`src/rtl/uart_receiver.sv`:
```
// rtl/uart_receiver.sv - 8N1 UART receiver with a small receive FIFO
//
// Ports:
//   CLK        system clock, all logic on the rising edge
//   RST        synchronous active-high reset
//   RX         asynchronous serial input, idle high
//   RD_POP     one-cycle strobe, pops the FIFO head (ignored when empty)
//   ERR_CLR    clears FRAME_ERR and OVERRUN
//   DATA       FIFO head byte, 8'h00 when empty
//   RX_READY   FIFO non-empty
//   FRAME_ERR  sticky, a stop bit was sampled low
//   OVERRUN    sticky, a byte was dropped because the FIFO was full
//   RX_INT     one-cycle pulse per byte written into the FIFO

module uart_receiver #(
  parameter int CLKS_PER_BIT = 868,
  parameter int FIFO_DEPTH   = 4
) (
  input  logic       CLK,
  input  logic       RST,
  input  logic       RX,
  input  logic       RD_POP,
  input  logic       ERR_CLR,
  output logic [7:0] DATA,
  output logic       RX_READY,
  output logic       FRAME_ERR,
  output logic       OVERRUN,
  output logic       RX_INT
);

  localparam int HALF = CLKS_PER_BIT / 2;
  localparam int CW   = $clog2(CLKS_PER_BIT);
  localparam int PW   = $clog2(FIFO_DEPTH);
  localparam int NW   = PW + 1;

  typedef enum logic [1:0] {
    S_IDLE,
    S_START,
    S_DATA,
    S_STOP
  } state_t;

  state_t        state;
  logic [CW-1:0] cnt;
  logic [2:0]    bit_idx;
  logic [7:0]    shift;
  logic          rx_meta;
  logic          rx_s;

  logic [7:0]    mem [FIFO_DEPTH];
  logic [PW-1:0] wr_ptr;
  logic [PW-1:0] rd_ptr;
  logic [NW-1:0] count;

  logic          stop_sample;
  logic          push_req;
  logic          push_ok;
  logic          pop;

  // Two-flop synchroniser; idle-high so reset must not look like a start bit.
  always_ff @(posedge CLK) begin
    if (RST) begin
      rx_meta <= 1'b1;
      rx_s    <= 1'b1;
    end else begin
      rx_meta <= RX;
      rx_s    <= rx_meta;
    end
  end

  always_comb begin
    stop_sample = (state == S_STOP) && (cnt == CW'(CLKS_PER_BIT - 1));
    push_req    = stop_sample && rx_s;
    pop         = RD_POP && (count != '0);
    // A pop in the same cycle frees the slot even when the FIFO is full.
    push_ok     = push_req && ((count < NW'(FIFO_DEPTH)) || RD_POP);
  end

  // Frame FSM. The counter restarts on every state entry and after each
  // sample, so the start sample lands mid-bit and later samples follow
  // one full bit period apart.
  always_ff @(posedge CLK) begin
    if (RST) begin
      state   <= S_IDLE;
      cnt     <= '0;
      bit_idx <= '0;
      shift   <= '0;
    end else begin
      case (state)
        S_IDLE: begin
          cnt <= '0;
          if (!rx_s) begin
            state <= S_START;
          end
        end
        S_START: begin
          if (cnt == CW'(HALF - 1)) begin
            cnt <= '0;
            if (rx_s) begin
              state <= S_IDLE;  // glitch, not a real start bit
            end else begin
              state   <= S_DATA;
              bit_idx <= '0;
            end
          end else begin
            cnt <= cnt + CW'(1);
          end
        end
        S_DATA: begin
          if (cnt == CW'(CLKS_PER_BIT - 1)) begin
            cnt     <= '0;
            shift   <= {rx_s, shift[7:1]};
            bit_idx <= bit_idx + 3'd1;
            if (bit_idx == 3'd7) begin
              state <= S_STOP;
            end
          end else begin
            cnt <= cnt + CW'(1);
          end
        end
        S_STOP: begin
          if (stop_sample) begin
            cnt   <= '0;
            state <= S_IDLE;
          end else begin
            cnt <= cnt + CW'(1);
          end
        end
        default: begin
          state <= S_IDLE;
          cnt   <= '0;
        end
      endcase
    end
  end

  // Storage array carries no reset; emptiness is tracked by count alone.
  always_ff @(posedge CLK) begin
    if (push_ok) begin
      mem[wr_ptr] <= shift;
    end
  end

  always_ff @(posedge CLK) begin
    if (RST) begin
      wr_ptr    <= '0;
      rd_ptr    <= '0;
      count     <= '0;
      RX_INT    <= 1'b0;
      FRAME_ERR <= 1'b0;
      OVERRUN   <= 1'b0;
    end else begin
      RX_INT <= push_ok;
      if (push_ok) begin
        wr_ptr <= wr_ptr + PW'(1);
      end
      if (pop) begin
        rd_ptr <= rd_ptr + PW'(1);
      end
      case ({push_ok, pop})
        2'b10:   count <= count + NW'(1);
        2'b01:   count <= count - NW'(1);
        default: count <= count;
      endcase

      // Setting beats clearing when both happen in the same cycle.
      if (stop_sample && !rx_s) begin
        FRAME_ERR <= 1'b1;
      end else if (ERR_CLR) begin
        FRAME_ERR <= 1'b0;
      end
      if (push_req && !push_ok) begin
        OVERRUN <= 1'b1;
      end else if (ERR_CLR) begin
        OVERRUN <= 1'b0;
      end
    end
  end

  assign RX_READY = (count != '0);
  assign DATA     = (count != '0) ? mem[rd_ptr] : 8'h00;

endmodule

```
`config.mk`:
```
export PLATFORM = sky130hd
export DESIGN_NAME = uart_receiver
export DESIGN_NICKNAME = d
export VERILOG_FILES = /design/src/rtl/uart_receiver.sv
export SDC_FILE = /design/constraint.sdc
export NUM_CORES = 1
export LEC_CHECK = 0
export BUFFER_PORTS_ARGS = -buffer_cell sky130_fd_sc_hd__buf_2
export CAP_MARGIN = 30
export CORE_MARGIN = 5
export CORE_UTILIZATION = 55
export CTS_CLUSTER_DIAMETER = 100
export DETAILED_ROUTE_END_ITERATION = 16
export PLACE_DENSITY = 0.81
export SLEW_MARGIN = 15
export SYNTH_ARGS = -nofsm -noshare
export SYNTH_HDL_FRONTEND = slang
export SYNTH_SLANG_ARGS = --single-unit
```
`constraint.sdc`:
```
create_clock -name CLK -period 2.9 [get_ports CLK]
set_clock_uncertainty 0.15 [all_clocks]
set_input_delay 0.29 -clock CLK [delete_from_list [all_inputs] [get_ports CLK]]
set_output_delay 0.29 -clock CLK [all_outputs]
set_load 0.02 [all_outputs]
```
* Yosys cells after proc, flatten, opt, wreduce, memory -nomap -nowiden *
Memories as Yosys holds them, arrays and structs flattened. A register that Yosys moved wholly into a read port is not among the register bits.
Index checks and enable logic that the tools add are counted.

operators by class
  bitwise logic cells = 0
  reductions and logical operators = 18
  equal/unequal tests = 14
  $mul = 0
  muxes and demuxes = 24
  add/sub/neg operators = 6
  shifts and indexed selects = 0
  divide/modulo/power cells = 0
  order comparisons = 1

operators with widths
  cell                   number
  $pmux 10 s4            1
  $mux 10                3
  $mux 2                 8
  $ne 2x2->1 const B     6
  $pmux 3 s2             2
  $add 10x1->10 const B  1
  $eq 10x10->1 const B   1
  $eq 10x9->1 const B    1
  $mux 3                 3
  $mux 8                 1
  $pmux 2 s4             1
  $reduce_bool 2->1      4
  $add 3x1->3 const B    2
  $eq 2x2->1 const B     3
  $logic_and 1x1->1      6
  $mux 1                 5
  $reduce_and 5->1       1
  $add 2x1->2 const B    2
  $eq 2x1->1 const B     2
  $reduce_and 4->1       1
  $eq 3x3->1 const B     1
  $lt 3x3->1 const B     1
  $reduce_bool 3->1      1
  $sub 3x1->3 const B    1
  other kinds (4)        5

storage, ports and cells
  register bits = 35
  memory bits (writable) = 32
  input port bits = 5
  bits in latches = 0
  ROM bits = 0
  memories = 1
  logic and storage cells = 76
  output and inout port bits = 12

memory list
  memory  depth  bits a word  rd ports  clocked after Yosys merged registers in  write ports  RTL line  text
  mem     4      8            1         1                                        1            50        logic [7:0] mem [FIFO_DEPTH];

* Longest topological paths before layout *
Gate-level depths: netlist of the first run.

  depth after elaboration = 7
  gate-level depth with buffers = 12
  mapped depth without buffers = 11

* Worst setup path before layout of the first run *
OpenSTA, ideal clock, no wires.

  path kind = register to register
  from = register cnt[0]
  to = register count[2]
  stages on the path, launching flop included = 13
  setup slack = 0.364 ns
  period minus slack after synthesis = 2.536 ns
  setup time = 0.070 ns
  required time = 2.680 ns
  path buffers = 1
  arrival = 2.316 ns
  path through = dfxtp_1 ha_1 nand4b_1 nor4_1 and3b_1 buf_4 inv_1 ha_1 inv_1 fa_1 xor2_1 or3_1 a21oi_1

between the ends
  word-level cells in the longest chain between the ends = 6
  elaborated cells on any way between the ends = 8
  classes of those cells = 3 x eq/ne; 1 x mux; 4 x reduce/logical

ends and longest elaborated chain
  what                                             RTL line  text
  start: declaration                               44        logic [CW-1:0] cnt;
  start signal: assignment                         106       cnt <= cnt + CW'(1);
  start signal: assignment                         118       cnt <= cnt + CW'(1);
  start signal: assignment                         126       cnt <= cnt + CW'(1);
  $eq 10x10->1 (*)                                 72        stop_sample = (state == S_STOP) && (cnt == CW'(CLKS_PER_BIT - 1));
  $logic_and 1x1->1 (*)                            72
  $logic_and 1x1->1 (*)                            73        push_req = stop_sample && rx_s;
  $logic_and 1x1->1 (*)                            76        push_ok = push_req && ((count < NW'(FIFO_DEPTH)) || RD_POP);
  $eq 2x1->1 or $eq 2x2->1 (tied branches)         160       case ({push_ok, pop})
  $pmux 3 s2 or $reduce_bool 2->1 (tied branches)  n/a
  end signal: assignment                           161       2'b10: count <= count + NW'(1);
  end signal: assignment                           162       2'b01: count <= count - NW'(1);
  end signal: assignment                           163       default: count <= count;
  end: declaration                                 53        logic [NW-1:0] count;

Mark *: on every way between the ends. The rest lies on a longest branch, timed or not.
A chain may end at the register's enable or synchronous reset.

* Worst setup path after layout of the first run *
Same ends and word-level chain as after synthesis.

==> results of run 1 <==
-- layout by cell type (no fill, tap or decap), drive strengths merged, types with 5 or more instances in the layout --
cell    Yosys  routed
dfxtp      37      37
edfxtp     32      32
nor2       30      30
buf         6      18
and2       14      14
mux2i      12      12
inv         9       9
ha          9       9
clkbuf      6       9
mux4        8       8
xor2        7       7
nor2b       6       6
nand2b      6       6
xnor2       5       5
-- per-layer routing --
metal  vias up  part of all wire [%]  global-route usage [%]
met5         -                     0                       0
met4         0                   2.1                    8.17
met3         7                   4.6                    5.54
met2        28                    48                    23.3
met1       790                    45                    17.7
li1        857                     -                       -
-- path summary, 6_finish.rpt --
check             cells past startpoint          startpoint                      to  slack (ps)
hold / removal                        4             ERR_CLR  FRAME_ERR$_SDFFE_PP0P_          70
setup reg to reg                     11   cnt[0]$_SDFF_PP0_   count[2]$_SDFFE_PP0P_         180
hold reg to reg                       1  rx_meta$_SDFF_PP1_         rx_s$_SDFF_PP1_         260
setup / recovery                     11   cnt[0]$_SDFF_PP0_   count[2]$_SDFFE_PP0P_         180
-- kinds of logic after synthesis --
group / synth area share (%)
buffers and inverters: 3.31
AND/OR/NAND/NOR: 16.2
adder cells (fa/ha/maj): 4.50
AO/OA/AOI/OAI: 4.12
multiplexers: 10.6
flip-flops: 57.7
XOR/XNOR: 3.56
-- registers in the layout (all words and copies together), names as in the netlist, named ones only --
name       flops
cnt           10
RX_INT         1
shift          8
rx_meta        1
rx_s           1
wr_ptr         2
rd_ptr         2
mem           32
state          1
count          3
FRAME_ERR      1
OVERRUN        1
bit_idx        3
-- timing repair --
| action | CTS | global route |
|---|---|---|
| hold buffers | 1 | 0 |
| setup buffers | 0 | 0 |
| hold endpoints to repair | 1 | 0 |
-- worst reg2reg max path: cells and delay by family, from the launching register on --
| kind | cells | cell delay [ps] |
|---|---|---|
| AOI/OAI and AO/OA | 1 | 140 |
| xor gates and xnor gates | 1 | 70 |
| adders and majority gates | 3 | 630 |
| buffers and inverters | 2 | 130 |
| DFF | 1 | 380 |
| and+or+nand+nor | 4 | 1130 |
-- layout make-up --
| class | count | area (um2) |
|---|---|---|
| inverter | 9 | 33.8 |
| sequential | 69 | 1700 |
| clock inverter | 7 | 90.1 |
| timing repair buffer | 19 | 105 |
| fill | 384 | 1880 |
| multi-input combinational | 143 | 1150 |
| clock buffer | 9 | 124 |
| tap | 70 | 87.6 |
-- power by group --
part	total [mW]	internal, mW	switching (mW)	leakage, nW
sequential	1.02	1.01	0.00449	0.595
clock	0.838	0.479	0.358	0.107
combinational	0.0249	0.0113	0.0136	0.531
-- metrics by stage --
stage                     hold WS [ps]  total power [mW]  utilization [%]
after floorplan                    239              1.06                -
after global placement             246              1.06             59.3
after detailed placement           242              1.06             59.3
after CTS                         54.7              1.90             63.6
after global routing              98.5              1.94             63.6
final                             67.0              1.88             63.6
==> run_results.csv, run 1 <==
group,metric,value,unit
timing,drv_slew,0,
global_routing,grt.total_usage,14.9,%
die,die_height,83.2,um
final_layout,final_nets,266,
logic_synthesis,ys_ff_latch,69,
clock_network,htreeDepth,3,
logic_synthesis,synthArstFlopShare,0,%
setup_path,cp_max_fo,4,
placement,placed_cells,309,
hold_path,hp-class,"input pin to flip-flop",
setup_path,cp_slowest_cell,"nor4_1",
placement,gp_congestion,0.785,
timing,post-route-period-util,93.9,%
drt,wire_per_inst,14.2,um
global_routing,grt-ovfl-total,0,
timing,fin_ws,176,ps
placement,port-buffer-count,16,
final_layout,layout.cells.non_filler,326,
drt,drc,0,
logic_synthesis,synth_top_cell_by_area,"edfxtp_1",
setup_path,cp-end-kind,"flip-flop",
global_routing,antenna_found_initial,0,
final_layout,diodes,0,
logic_synthesis,syn_inst,233,
setup_path,worstSetupPathType,"flip-flop to flip-flop",
setup_path,cp-start-kind,"flip-flop",
clock_network,clock-root-buffer,"clkbuf_8",
pwr,power.density,571,nW/um2
final_layout,final_area,3290,um2
logic_synthesis,synth_edf_count,32,
timing,slew_headroom,63.1,%
clock_network,cts_buffers,9,
drt,ant_nets,0,
setup_path,crit_required,3030,ps
setup_path,cp_top_family,"simple AND/OR/NAND/NOR gates",
die,die_w,83.2,um
die,io_pins,17,
setup_path,path_buf_inv,2,
clock_network,clkSlewWorstSetupHoldPaths,70,ps
logic_synthesis,synth_area_per_cell,12.7,um2
outcome,outcome,"complete, no violations",
die,initial_core_util,57.0,%
timing,hold_violations,0,
global_routing,grt_pass1_wl,7970,um
global_routing,grt_pass1_vias,1686,
timing,tightest_slew,553,ps
clock_network,clk_latency,340,ps
pwr,ir_worst_vdd,0.360,mV
logic_synthesis,ys_top_cells_by_area,"edfxtp_1 33%, dfxtp_1 25%, mux4_2 6.1%",
die,die_area,6930,um2
clock_network,cts_sinks,69,
die,rows,26,
drt,vias,1682,
clock_network,ctsLongestPathBuffers,2,
job,maxCapViolCount,0,
logic_synthesis,syn_area,2950,um2
timing,fin_crit,2720,ps
logic_synthesis,synth_commonest_cells,"37 x dfxtp_1, 32 x edfxtp_1, 30 x nor2_1, 14 x and2_1, 12 x mux2i_1",
final_layout,drive_gt1_share,18.8,%
logic_synthesis,ys_seq_area_share,57.7,%
timing,setup_viol,0,
clock_network,cts_tree,"built",
drt,via_per_inst,5.16,
logic_synthesis,synth_top_area_share,32.6,%
placement,place_area,3070,um2
logic_synthesis,synthFlopType,"dfxtp_1",
timing,rsz0062_at_grt,"false",
setup_path,crit_arrival,2850,ps
timing,clock.fmax,367,MHz
pwr,power_leakage,1.23,nW
setup_path,slowest_delay,420,ps
global_routing,grt_max_degree,32,
die,coreArea,5170,um2
clock_network,ctsResizeCount,0,
setup_path,crit_chain,"ha_1 -> nand4b_1 -> nor4_1 -> and3b_1 -> inv_1 -> ha_1 -> inv_1 -> fa_1 -> xor2_1 -> or3_1 -> a21oi_1",
drt,drt_first_pass_iters,4,
logic_synthesis,synth_cell_type_count,43,
timing,tns,0,ps
final_layout,syn_to_final_growth,11.6,%
logic_synthesis,yosys_warnings,0,
placement,dp_hpwl,2980,um
logic_synthesis,synth_fp_nets,248,
logic_synthesis,synth.most_common_cell,"dfxtp_1",
drt,wl,4620,um
drt,first_iter_violations,73,
placement,dp_slack,214,ps
Note: power is estimated with default switching activity, not from simulation.
==> run 2, diff against run 1 <==
--- a/config.mk
+++ b/config.mk
@@ -7,7 +7,6 @@
 export LEC_CHECK = 0
 export BUFFER_PORTS_ARGS = -buffer_cell sky130_fd_sc_hd__buf_2
 export CAP_MARGIN = 30
-export CORE_MARGIN = 5
 export CORE_UTILIZATION = 55
 export CTS_CLUSTER_DIAMETER = 100
 export DETAILED_ROUTE_END_ITERATION = 16
==> run 2 against run 1 <==
Against the previous run:
- count of clock-buffer cells in the layout up 1
- total power grew 4.2%
- maximum frequency up 3.0%
- routed wire length decreased by 2.9%
- cell area increased by 0.95%
- clock power grew 9.4%
- first-iteration DRC count decreased by 19%
- sequential share of layout area is 0.49 points lower
- final cell count is the same
- combinational power is essentially flat
- global-route usage is 3.3 points higher
- via count increased by 1.4%
==> run_results.csv, run 2 (synthesized netlist as in run 1, its figures left out) <==
group,metric,value,unit
outcome,outcome,"complete, no violations",
pwr,p_switching,364,uW
setup_path,crit_required,3020,ps
timing,slew_headroom,63.4,%
final_layout,layout_commonest_cell,"dfxtp_1",
drt,ant_nets,0,
hold_path,min_from,"ERR_CLR",
setup_path,crit_chain,"ha_1 -> nand4b_1 -> nor4_2 -> and3b_1 -> inv_1 -> ha_1 -> inv_1 -> fa_1 -> xor2_1 -> or3_1 -> a21oi_1",
drt,wire_per_inst,13.7,um
setup_path,cp-start-kind,"flip-flop",
pwr,switching_share,18.6,%
global_routing,grt_pass1_vias,1563,
global_routing,grt_max_degree,32,
drt,via_per_inst,5.23,
setup_path,r2r_start,"cnt[0]$_SDFF_PP0_",
timing,tightest_slew,549,ps
timing,post-route-period-util,91.2,%
timing,fin_crit,2650,ps
placement,dp_slack,184,ps
final_layout,syn_to_final_growth,12.7,%
global_routing,grt.total_usage,18.2,%
setup_path,crit_arrival,2760,ps
pwr,power_leakage,1.24,nW
setup_path,reg2reg_slack,250,ps
final_layout,largest_reg_flops,32,
setup_path,cp_slowest_cell,"dfxtp_1",
timing,setup_viol,0,
timing,clock.fmax,378,MHz
global_routing,antenna_found_initial,0,
drt,vias,1706,
hold_path,hp-class,"input pin to flip-flop",
setup_path,cp-end-kind,"flip-flop",
die,io_pins,17,
drt,wl,4480,um
pwr,p_int,1.59,mW
hold_path,min_path_cells,4,
pwr,comb_power_share,1.3,%
timing,hold_violations,0,
final_layout,diodes,0,
placement,dp_hpwl,2920,um
final_layout,fillers,412,
clock_network,cts_sinks,69,
final_layout,drive_gt1_share,19.1,%
clock_network,cts_tree,"built",
pwr,ir_worst_vdd,0.411,mV
final_layout,largest-register,"mem",
final_layout,regArea,1700,um2
die,die_area,5660,um2
global_routing,grt_pass1_wl,7290,um
die,initial_core_util,57.4,%
die,coreArea,5140,um2
pwr,pwr-share-seq,51.9,%
drt,drc,0,
clock_network,post-cts-setup-buffers,0,
clock_network,cts_buffers,9,
final_layout,final_nets,266,
pwr,power.density,589,nW/um2
timing,tns,0,ps
clock_network,clock-root-buffer,"clkbuf_8",
final_layout,reg_top3,"mem (32), cnt (10), shift (8)",
clock_network,ctsLongestPathBuffers,2,
placement,port-buffer-count,16,
drt,drt_first_pass_iters,4,
placement,placed_cells,309,
setup_path,slowest_delay,380,ps
setup_path,worstSetupPathType,"flip-flop to flip-flop",
final_layout,multi_input_area,1160,um2
final_layout,layout_common_cells,"37 x dfxtp_1, 32 x edfxtp_1, 30 x nor2_1, 16 x buf_2, 14 x and2_1",
setup_path,rr_worst_depth,11,
die,die_height,75.2,um
clock_network,clkSlewWorstSetupHoldPaths,70,ps
placement,gp_congestion,0.828,
setup_path,crit_start,"cnt[0]$_SDFF_PP0_",
timing,fin_ws,254,ps
clock_network,htreeDepth,3,
setup_path,cp_max_fo,4,
global_routing,grt-ovfl-total,0,
die,rows,26,
timing,drv_slew,0,
clock_network,clk_latency,330,ps
timing,rsz0062_at_grt,"false",
pwr,clock_power_share,46.8,%
final_layout,layout.cells.non_filler,326,
die,die_w,75.2,um
drt,first_iter_violations,59,
job,maxCapViolCount,0,
## run 2: changes by cell type in the layout (fill, tap and decap cells not counted), sizes merged
cell    previous run  this run
clkbuf             9        10
bufinv             2         3
clkinv             4         2
## run 2: final timing paths
check                                               to
worst min-delay path            FRAME_ERR$_SDFFE_PP0P_
worst max-delay path             count[2]$_SDFFE_PP0P_
worst max register to register   count[2]$_SDFFE_PP0P_
worst min register to register         rx_s$_SDFF_PP1_
## run 2: metal layers
metal  wire length (um)  vias up  global-route usage [%]  part of all wire [%]
met4                 87        0                    8.02                   1.9
met3                134        8                    6.02                   3.0
li1                   -      857                       -                     -
met5                  0        -                       0                     0
met1               2080      816                    21.6                    46
met2               2180       25                    30.4                    49
## run 2: critical path: cells and delay by family, from the launching register on
family | cells | cell delay [ps]
AO/OA/AOI/OAI | 1 | 130
buffers and inverters | 2 | 130
adder cells (fa/ha/maj) | 3 | 630
XOR/XNOR | 1 | 70
flip-flops | 1 | 380
AND/OR/NAND/NOR | 4 | 1080
## run 2: stage by stage
stage / hold slack, ps / util, % / cell area (um2) / total power, mW
after detailed placement: 248 / 59.7 / 3070 / 1.06
after CTS: 56.6 / 64.5 / 3320 / 1.98
after global routing: 84.0 / 64.7 / 3320 / 2.02
final: 72.9 / 64.7 / 3320 / 1.96
after floorplan: 239 / - / 2950 / 1.06
after global placement: 243 / 59.7 / 3070 / 1.06
## run 2: cell type report
type	instances	area share, %
Clock inverter	6	3.35
Clock buffer	10	3.84
Tap cell	70	2.64
Sequential cell	69	51.2
Timing Repair Buffer	19	3.16
Multi-Input combinational cell	143	34.8
Inverter	9	1.02
## run 2: what timing repair did
| action | 4_1_cts | 5_1_grt |
|---|---|---|
| hold buffers | 1 | 0 |
| setup endpoints to repair | 0 | 2 |
| gates resized for setup | 0 | 1 |
| hold endpoints to repair | 1 | 0 |
## run 2: power groups by stage
stage | clock network, mW | logic [mW] | registers (mW)
after CTS | 0.935 | 0.0254 | 1.02
final | 0.917 | 0.0248 | 1.02
after detailed placement | 0 | 0.0245 | 1.04
after global placement | 0 | 0.0239 | 1.04
after global routing | 0.975 | 0.0276 | 1.02
after floorplan | 0 | 0.0208 | 1.03
